## config.mk

```make
export PLATFORM = sky130hd
export DESIGN_NAME = nibble_serial_adder
export DESIGN_NICKNAME = d
export VERILOG_FILES = /design/src/rtl/nibble_serial_adder_pkg.sv /design/src/rtl/nibble_serial_adder_cla.sv /design/src/rtl/nibble_serial_adder.sv
export SDC_FILE = /design/constraint.sdc
export NUM_CORES = 1
export LEC_CHECK = 0
export BUFFER_PORTS_ARGS = -buffer_cell sky130_fd_sc_hd__clkbuf_2
export CORE_UTILIZATION = 40
export CTS_CLUSTER_DIAMETER = 100
export DETAILED_ROUTE_END_ITERATION = 10
export PLACE_DENSITY = 0.62
export SLEW_MARGIN = 15
export SYNTH_ARGS = -nofsm -noshare
export SYNTH_HDL_FRONTEND = slang
export SYNTH_SLANG_ARGS = --single-unit
```

## constraint.sdc

```tcl
create_clock -name clk -period 2.95 [get_ports clk]
set_input_delay 0.1475 -clock clk [delete_from_list [all_inputs] [get_ports clk]]
set_output_delay 0.1475 -clock clk [all_outputs]
set_load 0.01 [all_outputs]
```

## src/rtl/nibble_serial_adder_pkg.sv

```systemverilog
// nibble_serial_adder_pkg: shared state encoding and nibble width for the serial adder
package nibble_serial_adder_pkg;
    localparam int NIB_W = 4;
    typedef enum logic [1:0] {IDLE = 2'd0, RUN = 2'd1, DONE = 2'd2} state_e;
endpackage

```

## src/rtl/nibble_serial_adder_cla.sv

```systemverilog
// four_bit_cla: 4-bit carry-lookahead adder slice
module four_bit_cla (
    input  logic [3:0] A,
    input  logic [3:0] B,
    input  logic       C0,
    output logic [3:0] S,
    output logic       Cout
);
    logic [3:0] g;
    logic [3:0] p;
    logic [4:0] c;
    assign g = A & B;
    assign p = A ^ B;
    assign c[0] = C0;
    assign c[1] = g[0] | (p[0] & C0);
    assign c[2] = g[1] | (p[1] & g[0]) | (p[1] & p[0] & C0);
    assign c[3] = g[2] | (p[2] & g[1]) | (p[2] & p[1] & g[0]) | (p[2] & p[1] & p[0] & C0);
    assign c[4] = g[3] | (p[3] & g[2]) | (p[3] & p[2] & g[1]) | (p[3] & p[2] & p[1] & g[0])
                | (p[3] & p[2] & p[1] & p[0] & C0);
    assign S    = p ^ c[3:0];
    assign Cout = c[4];
endmodule

```

## src/rtl/nibble_serial_adder.sv

```systemverilog
// nibble_serial_adder: word-serial adder pushing one nibble per clock through a single CLA slice
module nibble_serial_adder
    import nibble_serial_adder_pkg::*;
#(
    parameter int NIBBLES = 4
) (
    input  logic                       clk,
    input  logic                       rst,
    input  logic                       in_valid,
    output logic                       in_ready,
    input  logic [NIB_W*NIBBLES-1:0]   a,
    input  logic [NIB_W*NIBBLES-1:0]   b,
    input  logic                       cin,
    output logic                       out_valid,
    input  logic                       out_ready,
    output logic [NIB_W*NIBBLES-1:0]   sum,
    output logic                       cout,
    output logic                       ovf
);
    localparam int W  = NIB_W * NIBBLES;
    localparam int IW = (NIBBLES > 1) ? $clog2(NIBBLES) : 1;
    localparam logic [IW-1:0] LAST = IW'(NIBBLES - 1);

    state_e           state_q, state_d;
    logic [W-1:0]     a_q, b_q, sum_q;
    logic             carry_q;
    logic [IW-1:0]    idx_q;
    logic             in_ready_q, out_valid_q;
    logic [NIB_W-1:0] nib_s;
    logic             nib_co;
    logic             accept;

    assign accept = in_valid && in_ready_q;

    four_bit_cla u_cla (
        .A    (a_q[NIB_W*idx_q +: NIB_W]),
        .B    (b_q[NIB_W*idx_q +: NIB_W]),
        .C0   (carry_q),
        .S    (nib_s),
        .Cout (nib_co)
    );

    // next-state decode: accept starts a run, last nibble finishes it, consumer drains the result
    always_comb begin
        state_d = (state_q == IDLE) ? (accept ? RUN : IDLE)
                : (state_q == RUN)  ? ((idx_q == LAST) ? DONE : RUN)
                : (out_ready ? IDLE : DONE);
    end

    // state, operand latch, per-nibble sum/carry update and registered handshake outputs
    always_ff @(posedge clk) begin
        if (rst) begin
            state_q     <= IDLE;
            a_q         <= '0;
            b_q         <= '0;
            sum_q       <= '0;
            carry_q     <= 1'b0;
            idx_q       <= '0;
            in_ready_q  <= 1'b0;
            out_valid_q <= 1'b0;
        end else begin
            state_q     <= state_d;
            in_ready_q  <= (state_d == IDLE);
            out_valid_q <= (state_d == DONE);
            if (state_q == IDLE && accept) begin
                a_q     <= a;
                b_q     <= b;
                carry_q <= cin;
                idx_q   <= '0;
            end
            if (state_q == RUN) begin
                sum_q[NIB_W*idx_q +: NIB_W] <= nib_s;
                carry_q                     <= nib_co;
                idx_q                       <= idx_q + 1'b1;
            end
        end
    end

    assign in_ready  = in_ready_q;
    assign out_valid = out_valid_q;
    assign sum       = sum_q;
    assign cout      = carry_q;
    assign ovf       = (a_q[W-1] ~^ b_q[W-1]) & (sum_q[W-1] ^ a_q[W-1]);
endmodule

```

==> impl_metrics.ini, run 1 <==
[placed_design]
placed_cells = 387
gp_congestion = 0.791
placed_area_sq_mm = 0.00277
dpl.hpwl_mm = 3.94
io_buffers = 56

[critical_path]
cp_num_buf_inv = 1
critical_path.cell_chain = buf_4 > mux4_2 > ha_1 > a211oi_1 > o21bai_1 > xnor2_1 > o31ai_1
crit_type = flip-flop to flip-flop
worst_r2r_endpoint = sum[7]
startpoint_type = flip-flop
slowest_stage = mux4_2
crit_path_max_fanout = 10
cp.arrival_ns = 2.73
critPathLaunch = idx_q[0]
critical_path_cell_count = 7
cp_top_family = compound AO/OA/AOI/OAI gates
worstRegToRegCells = 7
crit_path_end_kind = flip-flop
required_ns = 3.11
max_stage_delay_ns = 0.52
reg2reg_slack_ns = 0.37
worstSetupEndpoint = sum[7]
r2r-start = idx_q[0]

[global_route]
grt_pass1_vias = 1987
grt-ovfl-total = 0
grt_usage = 0.186
grt_max_degree = 60
grt_pass1_wl_mm = 9.24
antenna_found_initial = 0

[route]
routedWlPerCell_um = 13.7
first_pass_iters = 4
drt_iter0_drc = 59
vias = 2031
drtAntennaViolNets = 0
via_per_inst = 5.14
wl_mm = 5.43
drc = 0

[floorplan]
initial_core_util = 0.416
die_y_um = 80.5
io_pins = 57
core_area_sq_mm = 0.00592
die_w_um = 80.5
num_rows = 28
dieArea_sq_mm = 0.00648

[timing]
hold_viol = 0
setup_viol = 0
final.setup.tns_ns = 0
max_slew.worst_pin.slew_ns = 1.12
timing.fmax_mhz = 388
fin_crit_ns = 2.58
maxSlewViolCount = 0
finalCritPeriodShare = 0.873
skew_ns = 0.00628
grt_setup_unrepaired = no
slew_headroom = 0.253

[yosys]
synthCells = 269
yosys_warnings = 0
syn-num-nets = 317
synth_area_sq_mm = 0.00246
synth_area_per_cell_sq_um = 9.16
ys_ff_latch = 55
synth_cell_types = 37
ys_seq_area_frac = 0.447

[clocking]
htree_levels = 2
cts_setup_buffers = 0
cts-root-buf = clkbuf_8
clkTransAtPathRegs_ns = 0.10
numCtsBuffers = 5
cts_tree = built
clock_latency_ns = 0.31
cts.path.max_buffers = 2
numClockSinks = 55

[power_and_ir_drop]
p_leak_nw = 1.17
cellPowerDensity_mw_per_mm2 = 536
ir_worst_vdd_v = 0.000300

[layout]
finalNetCount = 367
layout.cells.non_filler = 395
drive_gt1_frac = 0.253
final_area_sq_mm = 0.00290
utilization = 0.490
area_growth_syn_to_layout_pct = 17.8
antenna_cells = 0

[worst_hold_path]
hold_path.class = primary input to flip-flop

[status]
status = complete, no violations

[flow_run]
cap_violations = 0
worst reg2reg max path, delay by kind of cell (launching register included):
family	cells	cell delay, ns
flip-flops	1	0.44
AO/OA/AOI/OAI	3	0.66
adder cells (fa/ha/maj)	1	0.23
XOR/XNOR	1	0.33
multiplexers	1	0.52
buffers and inverters	1	0.25
sequential cells by signal, indices dropped and copies added, names as in the netlist:
| register | count |
|---|---|
| a_q | 16 |
| b_q | 16 |
| cout | 1 |
| idx_q | 2 |
| in_ready | 1 |
| out_valid | 1 |
| state_q | 2 |
| sum | 16 |
repair_timing:
item	CTS	global route
setup endpoints to repair	0	1
hold buffers	0	0
gates resized for setup	0	1
area by class of cell:
class                   instances  area [sq um]
clock buffers                   5          68.8
clock inverters                 3          67.6
fillers                       616          3020
inverters                       2          7.51
multi-input cells             196          1260
flip-flops and latches         55          1100
well taps                      75          93.8
repair buffers                 59           303
stage by stage:
step           hold WS (ns)  power, mW  setup slack, ns
5_1_grt              0.0426       1.63            0.139
2_1_floorplan         0.283      0.938            0.561
3_5_place_dp          0.377      0.995            0.213
4_1_cts              0.0359       1.58            0.207
3_3_place_gp          0.374      0.992            0.351
6_report             0.0447       1.56            0.374
placed cells by master (no fill, tap or decap), types with 2 or more instances in the layout:
| cell type | n |
|---|---|
| nand2_1 | 69 |
| clkbuf_2 | 56 |
| dfxtp_1 | 54 |
| a21oi_1 | 36 |
| nor2_1 | 22 |
| ha_1 | 10 |
| a22oi_1 | 8 |
| mux4_2 | 6 |
| nand3b_1 | 5 |
| clkbuf_8 | 5 |
| nand2b_1 | 4 |
| a32oi_1 | 4 |
| and3_1 | 3 |
| a211oi_1 | 3 |
| nand3_1 | 3 |
| buf_4 | 3 |
| mux4_1 | 2 |
| o21ai_0 | 2 |
| o21bai_1 | 2 |
| o21ai_1 | 2 |
| o31ai_1 | 2 |
| bufinv_16 | 2 |
how the worst min path moves through the flow:
stage	from	endpoint	slack (ns)	cells past startpoint
6_report	a[12]	a_q[12]	0.04	3
5_1_grt	a[14]	a_q[14]	0.04	3
4_1_cts	a[14]	a_q[14]	0.04	3
3_5_place_dp	a[14]	a_q[14]	0.38	3
3_3_place_gp	a[5]	a_q[5]	0.37	3
2_1_floorplan	a[0]	a_q[0]	0.28	2
layer usage:
metal	track usage	share of wire	vias to the layer above
met2	0.313	0.49	52
met5	0	0	-
met4	0.0589	0.0074	0
li1	-	-	1029
met1	0.239	0.45	945
met3	0.0352	0.054	5
cell usage after synthesis:
master | instances | share of area
nand2_1 | 69 | 0.11
dfxtp_1 | 55 | 0.45
a21oi_1 | 36 | 0.073
nor2_1 | 22 | 0.034
ha_1 | 10 | 0.051
a22oi_1 | 8 | 0.024
clkbuf_1 | 7 | 0.011
mux4_2 | 6 | 0.055
nand3b_1 | 5 | 0.015
a32oi_1 | 4 | 0.014
buf_2 | 4 | 0.0081
nand2b_1 | 4 | 0.010
a211oi_1 | 3 | 0.0091
and3_1 | 3 | 0.0076
buf_6 | 3 | 0.014
nand3_1 | 3 | 0.0061
buf_4 | 2 | 0.0061
mux4_1 | 2 | 0.021
o21ai_0 | 2 | 0.0041
o21ai_1 | 2 | 0.0041
o21bai_1 | 2 | 0.0061
o31ai_1 | 2 | 0.0061
and2b_1 | 1 | 0.0030
and4bb_2 | 1 | 0.0051
fa_1 | 1 | 0.0081
inv_1 | 1 | 0.0015
inv_2 | 1 | 0.0015
mux2i_1 | 1 | 0.0041
nand3_2 | 1 | 0.0041
nand3b_4 | 1 | 0.0081
nor2b_1 | 1 | 0.0025
nor4_1 | 1 | 0.0025
nor4_4 | 1 | 0.0086
nor4b_4 | 1 | 0.0096
or2_2 | 1 | 0.0025
xnor2_1 | 1 | 0.0036
xor2_1 | 1 | 0.0036
logic make-up (layout without fill, tap and decap cells):
group,count (synthesis),count (layout),share of synthesized area
flops,55,55,0.447
simple gates,115,115,0.224
xor+xnor,2,2,0.00711
mux,9,9,0.0802
fa+ha+maj,11,11,0.0589
buf+inv,18,69,0.0416
compound gates,59,59,0.141
report_power, final:
part / internal, mW / switching, mW / leakage (nW)
Combinational: 0.0774 / 0.104 / 0.656
Sequential: 0.771 / 0.0233 / 0.447
Clock: 0.338 / 0.243 / 0.0644
Note: power is estimated with default switching activity, not from simulation.
==> run 2, diff against run 1 <==
--- a/config.mk
+++ b/config.mk
@@ -6,10 +6,11 @@
 export NUM_CORES = 1
 export LEC_CHECK = 0
 export BUFFER_PORTS_ARGS = -buffer_cell sky130_fd_sc_hd__clkbuf_2
-export CORE_UTILIZATION = 40
+export CORE_UTILIZATION = 53
 export CTS_CLUSTER_DIAMETER = 100
 export DETAILED_ROUTE_END_ITERATION = 10
-export PLACE_DENSITY = 0.62
+export HOLD_SLACK_MARGIN = 0.12
+export PLACE_DENSITY = 0.79
 export SLEW_MARGIN = 15
 export SYNTH_ARGS = -nofsm -noshare
 export SYNTH_HDL_FRONTEND = slang
==> run 2 against run 1 <==
  * Global-route usage up 7.5 points
  * Flip-flop and latch count is the same
  * Clock-buffer cell count up 2
  * Largest power group unchanged
  * Die area fell by 24%
  * Largest cell class unchanged
  * Hold slack improved by 0.20 ns
  * Final area up 8.2%
==> impl_metrics.ini, run 2 (synthesis gave the netlist of run 1 again) <==
[clocking]
clkTransAtPathRegs_ns = 0.09
htree_levels = 2
clock_latency_ns = 0.31
cts.path.max_buffers = 2
cts_resized = 0
cts_setup_buffers = 0
cts_tree = built
numClockSinks = 55
numCtsBuffers = 5
cts-root-buf = clkbuf_8

[timing]
timing.fmax_mhz = 381
setup_viol = 0
final.setup.tns_ns = 0
setup_slack_ns = 0.324
maxSlewViolCount = 0
fin_crit_ns = 2.63
max_slew.worst_pin.slew_ns = 1.13
hold_viol = 0
grt_setup_unrepaired = no
slew_headroom = 0.250
finalCritPeriodShare = 0.890
skew_ns = 0.00663
hold_slack_ns = 0.247

[global_route]
grt_pass1_vias = 2255
grt_usage = 0.261
antenna_found_initial = 0
grt_max_degree = 60
grt_pass1_wl_mm = 10.1
grt-ovfl-total = 0

[critical_path]
max_stage_delay_ns = 0.54
startpoint_type = flip-flop
reg2reg_slack_ns = 0.32
worstRegToRegCells = 7
slowest_stage = mux4_2
crit_path_max_fanout = 13
crit_path_end_kind = flip-flop
r2r-start = idx_q[0]
required_ns = 3.11
crit_type = flip-flop to flip-flop
worst_r2r_endpoint = sum[7]
cp.arrival_ns = 2.78
critical_path.cell_chain = buf_4 > mux4_2 > ha_1 > a211oi_1 > o21bai_1 > xnor2_1 > o31ai_1

[status]
status = complete, no violations

[layout]
finalNetCount = 399
utilization = 0.711
layout_commonest_cell = nand2_1
antenna_cells = 0
drive_gt1_frac = 0.219
area_growth_syn_to_layout_pct = 27.5
fill_cells = 331
final_cell_mix = 69 x nand2_1, 56 x clkbuf_2, 55 x dfxtp_1

[placed_design]
io_buffers = 56
gp_congestion = 0.895
post-place-ws_ns = 0.333
dpl.hpwl_mm = 3.88

[worst_hold_path]
worstHoldStart = in_valid
hold_path_end = in_ready
min_delay_path_depth = 4
hold_path.class = primary input to flip-flop

[route]
routedWlPerCell_um = 15.1
wl_mm = 6.10
drc = 0
vias = 2232
first_pass_iters = 4
via_per_inst = 5.52
drt_iter0_drc = 225
drtAntennaViolNets = 0

[power_and_ir_drop]
intPower_mw = 1.04
power_frac_comb = 0.156
p_clk_frac = 0.284
switching_share = 0.264
cellPowerDensity_mw_per_mm2 = 451
net-switching-power_uw = 374
p_seq_frac = 0.560
p_leak_nw = 1.28
ir_worst_vdd_v = 0.000301

[floorplan]
io_pins = 57
core_area_sq_mm = 0.00441
initial_core_util = 0.558
die_y_um = 70.2
dieArea_sq_mm = 0.00493
die_w_um = 70.2
num_rows = 24

[flow_run]
cap_violations = 0
## run 2: layout make-up
| cell class | instances | area (sq um) | area share |
|---|---|---|---|
| timing repair buffer | 91 | 626 | 0.199 |
| tap | 52 | 65.1 | 0.0207 |
| sequential | 55 | 1100 | 0.351 |
| clock buffer | 7 | 76.3 | 0.0243 |
| multi-input combinational | 196 | 1260 | 0.401 |
| inverter | 2 | 7.51 | 0.00239 |
| clock inverter | 1 | 5.00 | 0.00159 |
## run 2: routing by layer
metal,part of all wire,global-route usage
met1,0.42,0.308
met2,0.51,0.458
met3,0.047,0.0462
met4,0.030,0.124
met5,0,0
## run 2: timing repair
item	CTS	global route
hold buffers	33	0
setup endpoints to repair	0	0
hold endpoints to repair	33	0
## run 2: worst max-delay path by stage
stage | startpoint | endpoint | slack (ns) | cells past startpoint
finish | idx_q[0] | sum[7] | 0.32 | 7
global route | idx_q[0] | sum[7] | 0.13 | 7
CTS | idx_q[0] | sum[7] | 0.32 | 7
detailed placement | idx_q[0] | sum[11] | 0.33 | 7
global placement | idx_q[0] | sum[7] | 0.45 | 7
floorplan | idx_q[0] | sum[11] | 0.56 | 7
## run 2: power by group through the flow
stage	clock network, mW	logic (mW)	registers [mW]
floorplan	0	0.132	0.806
global placement	0	0.177	0.810
detailed placement	0	0.183	0.810
CTS	0.405	0.218	0.793
global route	0.433	0.242	0.797
finish	0.402	0.222	0.793
## run 2: stage by stage
step           cell area, sq um  power, mW  std cells
6_report                   3140       1.42        404
4_1_cts                    3140       1.42        404
2_1_floorplan              2460      0.938        269
3_5_place_dp               2730      0.994        363
5_1_grt                    3140       1.47        404
3_3_place_gp               2730      0.987        363
## run 2: critical path: cells and delay by family, from the launching register on
family / cells / cell delay [ns]
muxes: 1 / 0.54
adders and majority gates: 1 / 0.23
xor gates and xnor gates: 1 / 0.33
buffers and inverters: 1 / 0.28
AOI/OAI and AO/OA: 3 / 0.63
DFF: 1 / 0.47
